===== config.mk =====
export PLATFORM = sky130hd
export DESIGN_NAME = bsg_dmc_ui_master
export DESIGN_NICKNAME = d
export VERILOG_FILES = /design/src/rtl/bsg_dmc_ui_master.sv
export SDC_FILE = /design/constraint.sdc
export NUM_CORES = 1
export LEC_CHECK = 0
export ABC_AREA = 1
export BUFFER_PORTS_ARGS = -buffer_cell sky130_fd_sc_hd__buf_2
export CORE_AREA = 2 2 242 244
export CTS_CLUSTER_DIAMETER = 80
export CTS_CLUSTER_SIZE = 8
export DETAILED_ROUTE_END_ITERATION = 7
export DIE_AREA = 0 0 244 246
export PLACE_DENSITY_LB_ADDON = 0.12
export SYNTH_ARGS = -nofsm -noshare
export SYNTH_HDL_FRONTEND = slang
export SYNTH_SLANG_ARGS = --single-unit
export TNS_END_PERCENT = 20

===== constraint.sdc =====
create_clock -name ui_clk_i -period 7.77 [get_ports ui_clk_i]
set_input_delay 0.3885 -clock ui_clk_i [delete_from_list [all_inputs] [get_ports ui_clk_i]]
set_output_delay 0.3885 -clock ui_clk_i [all_outputs]
set_load 0.03 [all_outputs]

===== src/rtl/bsg_dmc_ui_master.sv =====
// UI-side master for a DDR memory controller application port.
// It accepts one client request at a time, streams write beats to the
// controller's write-data FIFO and then issues the write command. For a read
// it issues the command and collects the returned burst into a small local
// FIFO that the client drains. Protocol violations raise a sticky error.
module bsg_dmc_ui_master #(
    parameter int ui_addr_width_p = 28,
    parameter int ui_data_width_p = 128,
    parameter int burst_len_p     = 2
) (
    input  logic                         ui_clk_i,
    input  logic                         ui_clk_sync_rst_n_i,
    input  logic                         init_calib_complete_i,

    input  logic                         req_v_i,
    input  logic                         req_write_i,
    input  logic [ui_addr_width_p-1:0]   req_addr_i,
    output logic                         req_ready_o,

    input  logic                         wdata_v_i,
    input  logic [ui_data_width_p-1:0]   wdata_i,
    input  logic [ui_data_width_p/8-1:0] wmask_i,
    output logic                         wdata_ready_o,

    output logic                         rdata_v_o,
    output logic [ui_data_width_p-1:0]   rdata_o,
    output logic                         rdata_last_o,
    input  logic                         rdata_yumi_i,

    output logic [ui_addr_width_p-1:0]   app_addr_o,
    output logic [2:0]                   app_cmd_o,
    output logic                         app_en_o,
    input  logic                         app_rdy_i,

    output logic                         app_wdf_wren_o,
    output logic                         app_wdf_end_o,
    output logic [ui_data_width_p-1:0]   app_wdf_data_o,
    output logic [ui_data_width_p/8-1:0] app_wdf_mask_o,
    input  logic                         app_wdf_rdy_i,

    input  logic                         app_rd_data_valid_i,
    input  logic                         app_rd_data_end_i,
    input  logic [ui_data_width_p-1:0]   app_rd_data_i,

    output logic                         error_o
);

    localparam int mask_width_lp = ui_data_width_p / 8;
    localparam int cnt_width_lp  = (burst_len_p > 1) ? $clog2(burst_len_p) : 1;
    localparam logic [cnt_width_lp-1:0] last_beat_lp = cnt_width_lp'(burst_len_p - 1);
    localparam logic [cnt_width_lp:0]   depth_lp     = (cnt_width_lp + 1)'(burst_len_p);
    localparam logic [cnt_width_lp-1:0] cnt_zero_lp  = {cnt_width_lp{1'b0}};
    localparam logic [cnt_width_lp-1:0] cnt_one_lp   = cnt_width_lp'(1);

    typedef enum logic [2:0] {
        IDLE  = 3'd0,
        WDATA = 3'd1,
        WCMD  = 3'd2,
        RCMD  = 3'd3,
        RWAIT = 3'd4
    } state_e;

    localparam logic [2:0] cmd_write_lp = 3'b000;
    localparam logic [2:0] cmd_read_lp  = 3'b001;

    state_e                        state_r;
    state_e                        state_next_s;
    logic                          req_hs_s;
    logic                          wbeat_hs_s;
    logic [cnt_width_lp-1:0]       wr_cnt_r;
    logic [cnt_width_lp-1:0]       rd_cnt_r;
    logic [ui_addr_width_p-1:0]    app_addr_r;
    logic                          error_r;

    logic [ui_data_width_p-1:0]    fifo_mem_r [burst_len_p];
    logic [cnt_width_lp-1:0]       fifo_wr_ptr_r;
    logic [cnt_width_lp-1:0]       fifo_rd_ptr_r;
    logic [cnt_width_lp:0]         fifo_count_r;
    logic                          fifo_empty_s;
    logic                          fifo_full_s;
    logic                          push_s;
    logic                          pop_s;
    logic                          rbeat_s;
    logic                          drop_s;
    logic                          end_err_s;

    // Wrap a beat index / FIFO pointer back to zero after the last burst slot.
    function automatic logic [cnt_width_lp-1:0] beat_inc(input logic [cnt_width_lp-1:0] idx);
        return (idx == last_beat_lp) ? cnt_zero_lp : (idx + cnt_one_lp);
    endfunction

    assign fifo_empty_s = (fifo_count_r == (cnt_width_lp + 1)'(0));
    assign fifo_full_s  = (fifo_count_r == depth_lp);
    assign pop_s        = rdata_yumi_i & ~fifo_empty_s;
    assign rbeat_s      = app_rd_data_valid_i & (state_r == RWAIT);
    // A full FIFO can still take a beat when the same cycle frees a slot.
    assign push_s       = rbeat_s & (~fifo_full_s | pop_s);
    assign drop_s       = app_rd_data_valid_i & ~push_s;
    assign end_err_s    = rbeat_s & (app_rd_data_end_i != (rd_cnt_r == last_beat_lp));

    assign app_addr_o   = app_addr_r;
    assign error_o      = error_r;
    assign rdata_v_o    = ~fifo_empty_s;
    assign rdata_o      = fifo_empty_s ? {ui_data_width_p{1'b0}} : fifo_mem_r[fifo_rd_ptr_r];
    assign rdata_last_o = ~fifo_empty_s & (fifo_rd_ptr_r == last_beat_lp);

    // State register.
    always_ff @(posedge ui_clk_i) begin
        if (!ui_clk_sync_rst_n_i) begin
            state_r <= IDLE;
        end else begin
            state_r <= state_next_s;
        end
    end

    // Next-state and per-state handshake outputs.
    always_comb begin
        state_next_s   = state_r;
        req_ready_o    = 1'b0;
        wdata_ready_o  = 1'b0;
        app_wdf_wren_o = 1'b0;
        app_wdf_end_o  = 1'b0;
        app_wdf_data_o = {ui_data_width_p{1'b0}};
        app_wdf_mask_o = {mask_width_lp{1'b0}};
        app_en_o       = 1'b0;
        app_cmd_o      = cmd_write_lp;
        req_hs_s       = 1'b0;
        wbeat_hs_s     = 1'b0;
        case (state_r)
            IDLE: begin
                // Only start when the previous read burst has fully drained.
                req_ready_o = ui_clk_sync_rst_n_i & init_calib_complete_i & fifo_empty_s;
                req_hs_s    = req_v_i & req_ready_o;
                if (req_hs_s) begin
                    state_next_s = req_write_i ? WDATA : RCMD;
                end else begin
                    state_next_s = IDLE;
                end
            end
            WDATA: begin
                app_wdf_wren_o = wdata_v_i;
                wdata_ready_o  = app_wdf_rdy_i;
                app_wdf_data_o = wdata_i;
                app_wdf_mask_o = wmask_i;
                app_wdf_end_o  = wdata_v_i & (wr_cnt_r == last_beat_lp);
                wbeat_hs_s     = wdata_v_i & app_wdf_rdy_i;
                if (wbeat_hs_s && (wr_cnt_r == last_beat_lp)) begin
                    state_next_s = WCMD;
                end else begin
                    state_next_s = WDATA;
                end
            end
            WCMD: begin
                app_en_o  = 1'b1;
                app_cmd_o = cmd_write_lp;
                if (app_rdy_i) begin
                    state_next_s = IDLE;
                end else begin
                    state_next_s = WCMD;
                end
            end
            RCMD: begin
                app_en_o  = 1'b1;
                app_cmd_o = cmd_read_lp;
                if (app_rdy_i) begin
                    state_next_s = RWAIT;
                end else begin
                    state_next_s = RCMD;
                end
            end
            RWAIT: begin
                if (rbeat_s && (rd_cnt_r == last_beat_lp)) begin
                    state_next_s = IDLE;
                end else begin
                    state_next_s = RWAIT;
                end
            end
            default: begin
                state_next_s = IDLE;
            end
        endcase
    end

    // Command address capture on request acceptance.
    always_ff @(posedge ui_clk_i) begin
        if (!ui_clk_sync_rst_n_i) begin
            app_addr_r <= {ui_addr_width_p{1'b0}};
        end else if (req_hs_s) begin
            app_addr_r <= req_addr_i;
        end
    end

    // Beat counters for the outgoing write burst and the incoming read burst.
    always_ff @(posedge ui_clk_i) begin
        if (!ui_clk_sync_rst_n_i) begin
            wr_cnt_r <= cnt_zero_lp;
            rd_cnt_r <= cnt_zero_lp;
        end else begin
            if (wbeat_hs_s) begin
                wr_cnt_r <= beat_inc(wr_cnt_r);
            end
            if (rbeat_s) begin
                rd_cnt_r <= beat_inc(rd_cnt_r);
            end
        end
    end

    // Read FIFO storage; entries are only observed when the FIFO is non-empty.
    always_ff @(posedge ui_clk_i) begin
        if (push_s) begin
            fifo_mem_r[fifo_wr_ptr_r] <= app_rd_data_i;
        end
    end

    // Read FIFO pointers and occupancy.
    always_ff @(posedge ui_clk_i) begin
        if (!ui_clk_sync_rst_n_i) begin
            fifo_wr_ptr_r <= cnt_zero_lp;
            fifo_rd_ptr_r <= cnt_zero_lp;
            fifo_count_r  <= (cnt_width_lp + 1)'(0);
        end else begin
            if (push_s) begin
                fifo_wr_ptr_r <= beat_inc(fifo_wr_ptr_r);
            end
            if (pop_s) begin
                fifo_rd_ptr_r <= beat_inc(fifo_rd_ptr_r);
            end
            case ({push_s, pop_s})
                2'b10:   fifo_count_r <= fifo_count_r + (cnt_width_lp + 1)'(1);
                2'b01:   fifo_count_r <= fifo_count_r - (cnt_width_lp + 1)'(1);
                default: fifo_count_r <= fifo_count_r;
            endcase
        end
    end

    // Sticky protocol error: stray or dropped read beats, misplaced burst end.
    always_ff @(posedge ui_clk_i) begin
        if (!ui_clk_sync_rst_n_i) begin
            error_r <= 1'b0;
        end else if (drop_s || end_err_s) begin
            error_r <= 1'b1;
        end
    end

endmodule


# Word level (Yosys, flattened, before mapping)
# Memory sizes are Yosys's and may differ from the RTL's. A register that Yosys moved wholly into a read port is not among the register bits.
# Cells that the tools add are included.
[word_totals]
n_memories = 1
latch_bits = 0
word_cells = 72
inputBits = 311
mem_bits_rw = 256
ff_bits = 38
mem_bits_ro = 0
[memory_table]
columns = ["memory", "depth", "width", "read_ports", "rd_clocked_by_memory_dff", "wr", "line", "source"]
rows = [
  ["fifo_mem_r", 2, 128, 1, 1, 1, "75", "logic [ui_data_width_p-1:0] fifo_mem_r [burst_len_p];"],
]
[op_classes]
bitwise_logic = 15
eq_ne = 8
mul = 0
addsub = 6
reduce_logical = 7
n_shift = 0
mux = 27
div_mod_pow = 0
order_cmp = 0
[op_table]
columns = ["operator", "count"]
rows = [
  ["$mux W128", 2],
  ["$mux W1", 16],
  ["$mux W16", 1],
  ["$pmux W3 S5", 1],
  ["$and A1 B1 Y1", 11],
  ["$mux W2", 4],
  ["$eq A3 B2 Y1 const B", 2],
  ["$mux W3", 2],
  ["$add A1 B1 Y1 const B", 4],
  ["$eq A2 B2 Y1 const B", 2],
  ["$pmux W2 S2", 1],
  ["$eq A3 B1 Y1 const B", 1],
  ["$eq A3 B3 Y1 const B", 1],
  ["$logic_not A3 Y1", 1],
  ["$not A1 Y1", 3],
  ["$add A2 B1 Y2 const B", 1],
  ["$eq A2 B1 Y1 const B", 1],
  ["$logic_and A1 B1 Y1", 2],
  ["$logic_not A2 Y1", 1],
  ["$reduce_bool A2 Y1", 1],
  ["$reduce_or A2 Y1", 1],
  ["$sub A2 B1 Y2 const B", 1],
  ["$logic_or A1 B1 Y1", 1],
  ["$ne A1 B1 Y1", 1],
  ["$or A1 B1 Y1", 1],
]

# Depth between registers and ports, before layout
[depth]
depth_word = 8
ltp_mapped = 9

# Least setup slack after synthesis
# Ideal clock, no wire load.
[synth_path]
path_type = "flip-flop to flip-flop"
from = "register state_r[0]"
to = "memory fifo_mem_r[1][0], enable pin"
path_stages_with_launch = 6
required_ns = 7.152
slack_ns = 0.867
path_buffers = 0
setup_time_ns = 0.618
arrival_time_ns = 6.285
cell_sequence = "dfxtp_1 > nor2_1 > nand3_1 > nor2_1 > inv_1 > nor2_1"
[synth_via]
elab_chain_len = 5
[synth_rtl]
columns = ["item", "line", "source"]
rows = [
  ["start: declaration", "66", "state_e state_r;"],
  ["start signal: assignment", "112", "state_r <= state_next_s;"],
  ["$eq A3 B3 Y1", "95", "assign rbeat_s = app_rd_data_valid_i & (state_r == RWAIT);"],
  ["$and A1 B1 Y1", "95", ""],
  ["$and A1 B1 Y1", "97", "assign push_s = rbeat_s & (~fifo_full_s | pop_s);"],
  ["$mux W1", "210", "if (push_s) begin"],
  ["$mux W1 (implied by the code)", "211", "fifo_mem_r[fifo_wr_ptr_r] <= app_rd_data_i;"],
  ["end: declaration", "75", ""],
]
# No other way between the ends.

==> flow_metrics.tcl <==
set metrics [dict create \
    crit_cells 5 \
    die_width_um 244 \
    cp-end-kind "output port" \
    worstSetupPathType "register to output port" \
    cts-buffers-inserted 44 \
    post-route-drc-count 0 \
    slowest_delay_ps 790 \
    core-area_um2 57400 \
    synth-compound-area-share_pct 7.09 \
    ys_warn_count 0 \
    htreeDepth 2 \
    gp_congestion 0.908 \
    dp_hpwl_mm 44.0 \
    cts.path.max_buffers 3 \
    num_rows 88 \
    cp_slowest_cell "buf_4" \
    synth_top_family_by_area "simple AND/OR/NAND/NOR gates" \
    layout.nets 2228 \
    finalCritPeriodShare_pct 47.5 \
    grt_overflow 0 \
    final_hold_viol_count 0 \
    fin_tns_setup_ps 0 \
    path_cells "inv_4 -> buf_4 -> nand2_1 -> a21oi_1 -> buf_2" \
    clkTransAtPathRegs_ps 50 \
    cts_sinks 295 \
    ctsResizeCount 0 \
    max-cap-violations 0 \
    totalWireLength_mm 58.2 \
    first_pass_iters 5 \
    cp.arrival_ps 3300 \
    cts_setup_buffers 0 \
    synth_xor_xnor_area_share_pct 0.0719 \
    outcome "finished clean" \
    synth_cell_types 22 \
    fin_ws_ps 4080 \
    die_y_um 246 \
    vias 11200 \
    grt_pass1_wl_mm 78.2 \
    cellPowerDensity_nw_per_um2 211 \
    crit_required_ps 7380 \
    clockRootBuffer "clkbuf_16" \
    viasPerCell 4.12 \
    yosys.area_share.simple_pct 15.7 \
    irDropWorstVdd_v 0.000142 \
    max_freq_mhz 271 \
    cts_tree "yes" \
    worstMarginPinSlew_ps 1100 \
    slew_headroom_pct 26.7 \
    fin_skew_ps 14.7 \
    drive_gt1_share_pct 35.6 \
    p_leak_nw 8.78 \
    antenna_found_initial 40 \
    r2r_cells 7 \
    synth.ff_latch_count 295 \
    cp_max_fo 68 \
    syn_inst 1202 \
    initial_core_util_pct 21.2 \
    grt_pass1_vias 10700 \
    postCtsHoldBufs 109 \
    final.min_clock_period_ps 3690 \
    finalSetupViolations 0 \
    min_path_cells 1 \
    cp.buffers_inverters 3 \
    synthToLayoutAreaGrowth_pct 51.4 \
    io_buffer_count 619 \
    muxShareOfSynthArea_pct 0 \
    ant_nets 0 \
    syn-mean-instance-area_um2 10.1 \
    pin_count 622 \
    syn-cell-area_um2 12200 \
    clk_latency_ps 560 \
    crit_family "buffers and inverters" \
    dp_slack_ps 4190 \
    hp-class "input pin to register" \
    yosys.area_share.adder_pct 0 \
    dieArea_um2 60000 \
    grt_use_total_pct 18.3 \
    ys_seq_area_share_pct 69.5 \
    rsz0062_at_grt "no" \
    startpoint_type "register" \
    drt_first_iter_violations 556 \
    grt_max_degree 112 \
    wl_per_cell_um 21.5 \
    drv_slew 0 \
]
registers in the layout (all words and copies together) (netlist names), named ones only:
signal,count
app_addr_o,28
error_o,1
fifo_count_r,2
fifo_mem_r,256
fifo_rd_ptr_r,1
fifo_wr_ptr_r,1
rd_cnt_r,1
state_r,3
wr_cnt_r,1
cell usage in the layout (no fill, tap or decap), drive strengths merged:
cell type and instances:
buf 628, nand2 272, edfxtp 256, nor2 224, inv 162, a21oi 138
dlygate4sd3 109, clkbuf 51, dfxtp 39, o21ai 33, diode 16, nand3 4
clkinv 4, bufinv 3, nor3 2, conb 2, o31ai 1, xnor2 1
kinds of logic after synthesis:
| family | Yosys count |
|---|---|
| AND/OR/NAND/NOR | 502 |
| other | 1 |
| XOR/XNOR | 1 |
| buffers and inverters | 231 |
| AO/OA/AOI/OAI | 172 |
| flip-flops | 295 |
where the power goes:
| part | total (W) | switching (W) | internal, W |
|---|---|---|---|
| clock | 0.00182 | 0.000687 | 0.00113 |
| sequential | 0.00174 | 0.00000509 | 0.00173 |
| combinational | 0.000341 | 0.000206 | 0.000135 |
| total | 0.00390 | 0.000898 | 0.00300 |
cells in the mapped netlist (all sizes together):
| cell type | instances | area share (%) |
|---|---|---|
| xnor2 | 1 | 0.072 |
| clkbuf | 30 | 0.92 |
| dfxtp | 39 | 6.4 |
| nor3 | 2 | 0.082 |
| conb | 1 | 0.031 |
| buf | 39 | 1.7 |
| a21oi | 138 | 5.7 |
| o31ai | 1 | 0.062 |
| nand3 | 4 | 0.21 |
| edfxtp | 256 | 63 |
| o21ai | 33 | 1.4 |
| inv | 162 | 5.0 |
| nand2 | 272 | 8.4 |
| nor2 | 224 | 7.0 |
per-stage QoR:
stage / util, % / instance area (µm²) / instances / hold slack [ps] / power [W]
6_report: 32.1 / 18400 / 2710 / 36.6 / 0.00390
3_3_place_gp: 27.9 / 16000 / 2527 / 458 / 0.00206
2_1_floorplan: - / 12200 / 1203 / 444 / 0.00191
4_1_cts: 32.1 / 18400 / 2694 / 0.148 / 0.00397
3_5_place_dp: 27.9 / 16000 / 2527 / 458 / 0.00206
5_1_grt: 32.1 / 18400 / 2705 / 6.11 / 0.00405
worst paths after layout:
path	start	endpoint	slack, ps
setup / recovery	register	rdata_o[96]	4080
hold / removal	app_rd_data_i[116]	fifo_mem_r[0][116]$_DFFE_PP_	40
setup reg to reg	state_r[0]$_SDFF_PN0_	fifo_mem_r[1][60]$_DFFE_PP_	4220
hold reg to reg	fifo_rd_ptr_r$_SDFFE_PN0P_	fifo_rd_ptr_r$_SDFFE_PN0P_	470
layout make-up:
class	instances	area, µm²
inverters	162	611
diodes	16	40.0
multi-input cells	677	2810
clock buffers	51	1150
flip-flops and latches	295	8470
fillers	6087	38900
clock inverters	7	144
repair buffers	737	4260
well taps	765	957
per-layer routing:
metal	global-route usage [%]	vias to the layer above	routed length (µm)	share of wire, %
li1	-	5293	-	-
met1	21.3	5260	22100	38
met2	29.4	475	27300	47
met3	7.10	120	5750	9.9
met4	9.49	6	2980	5.1
met5	0	-	35	0.060
Power figures use the tool's default switching activity.
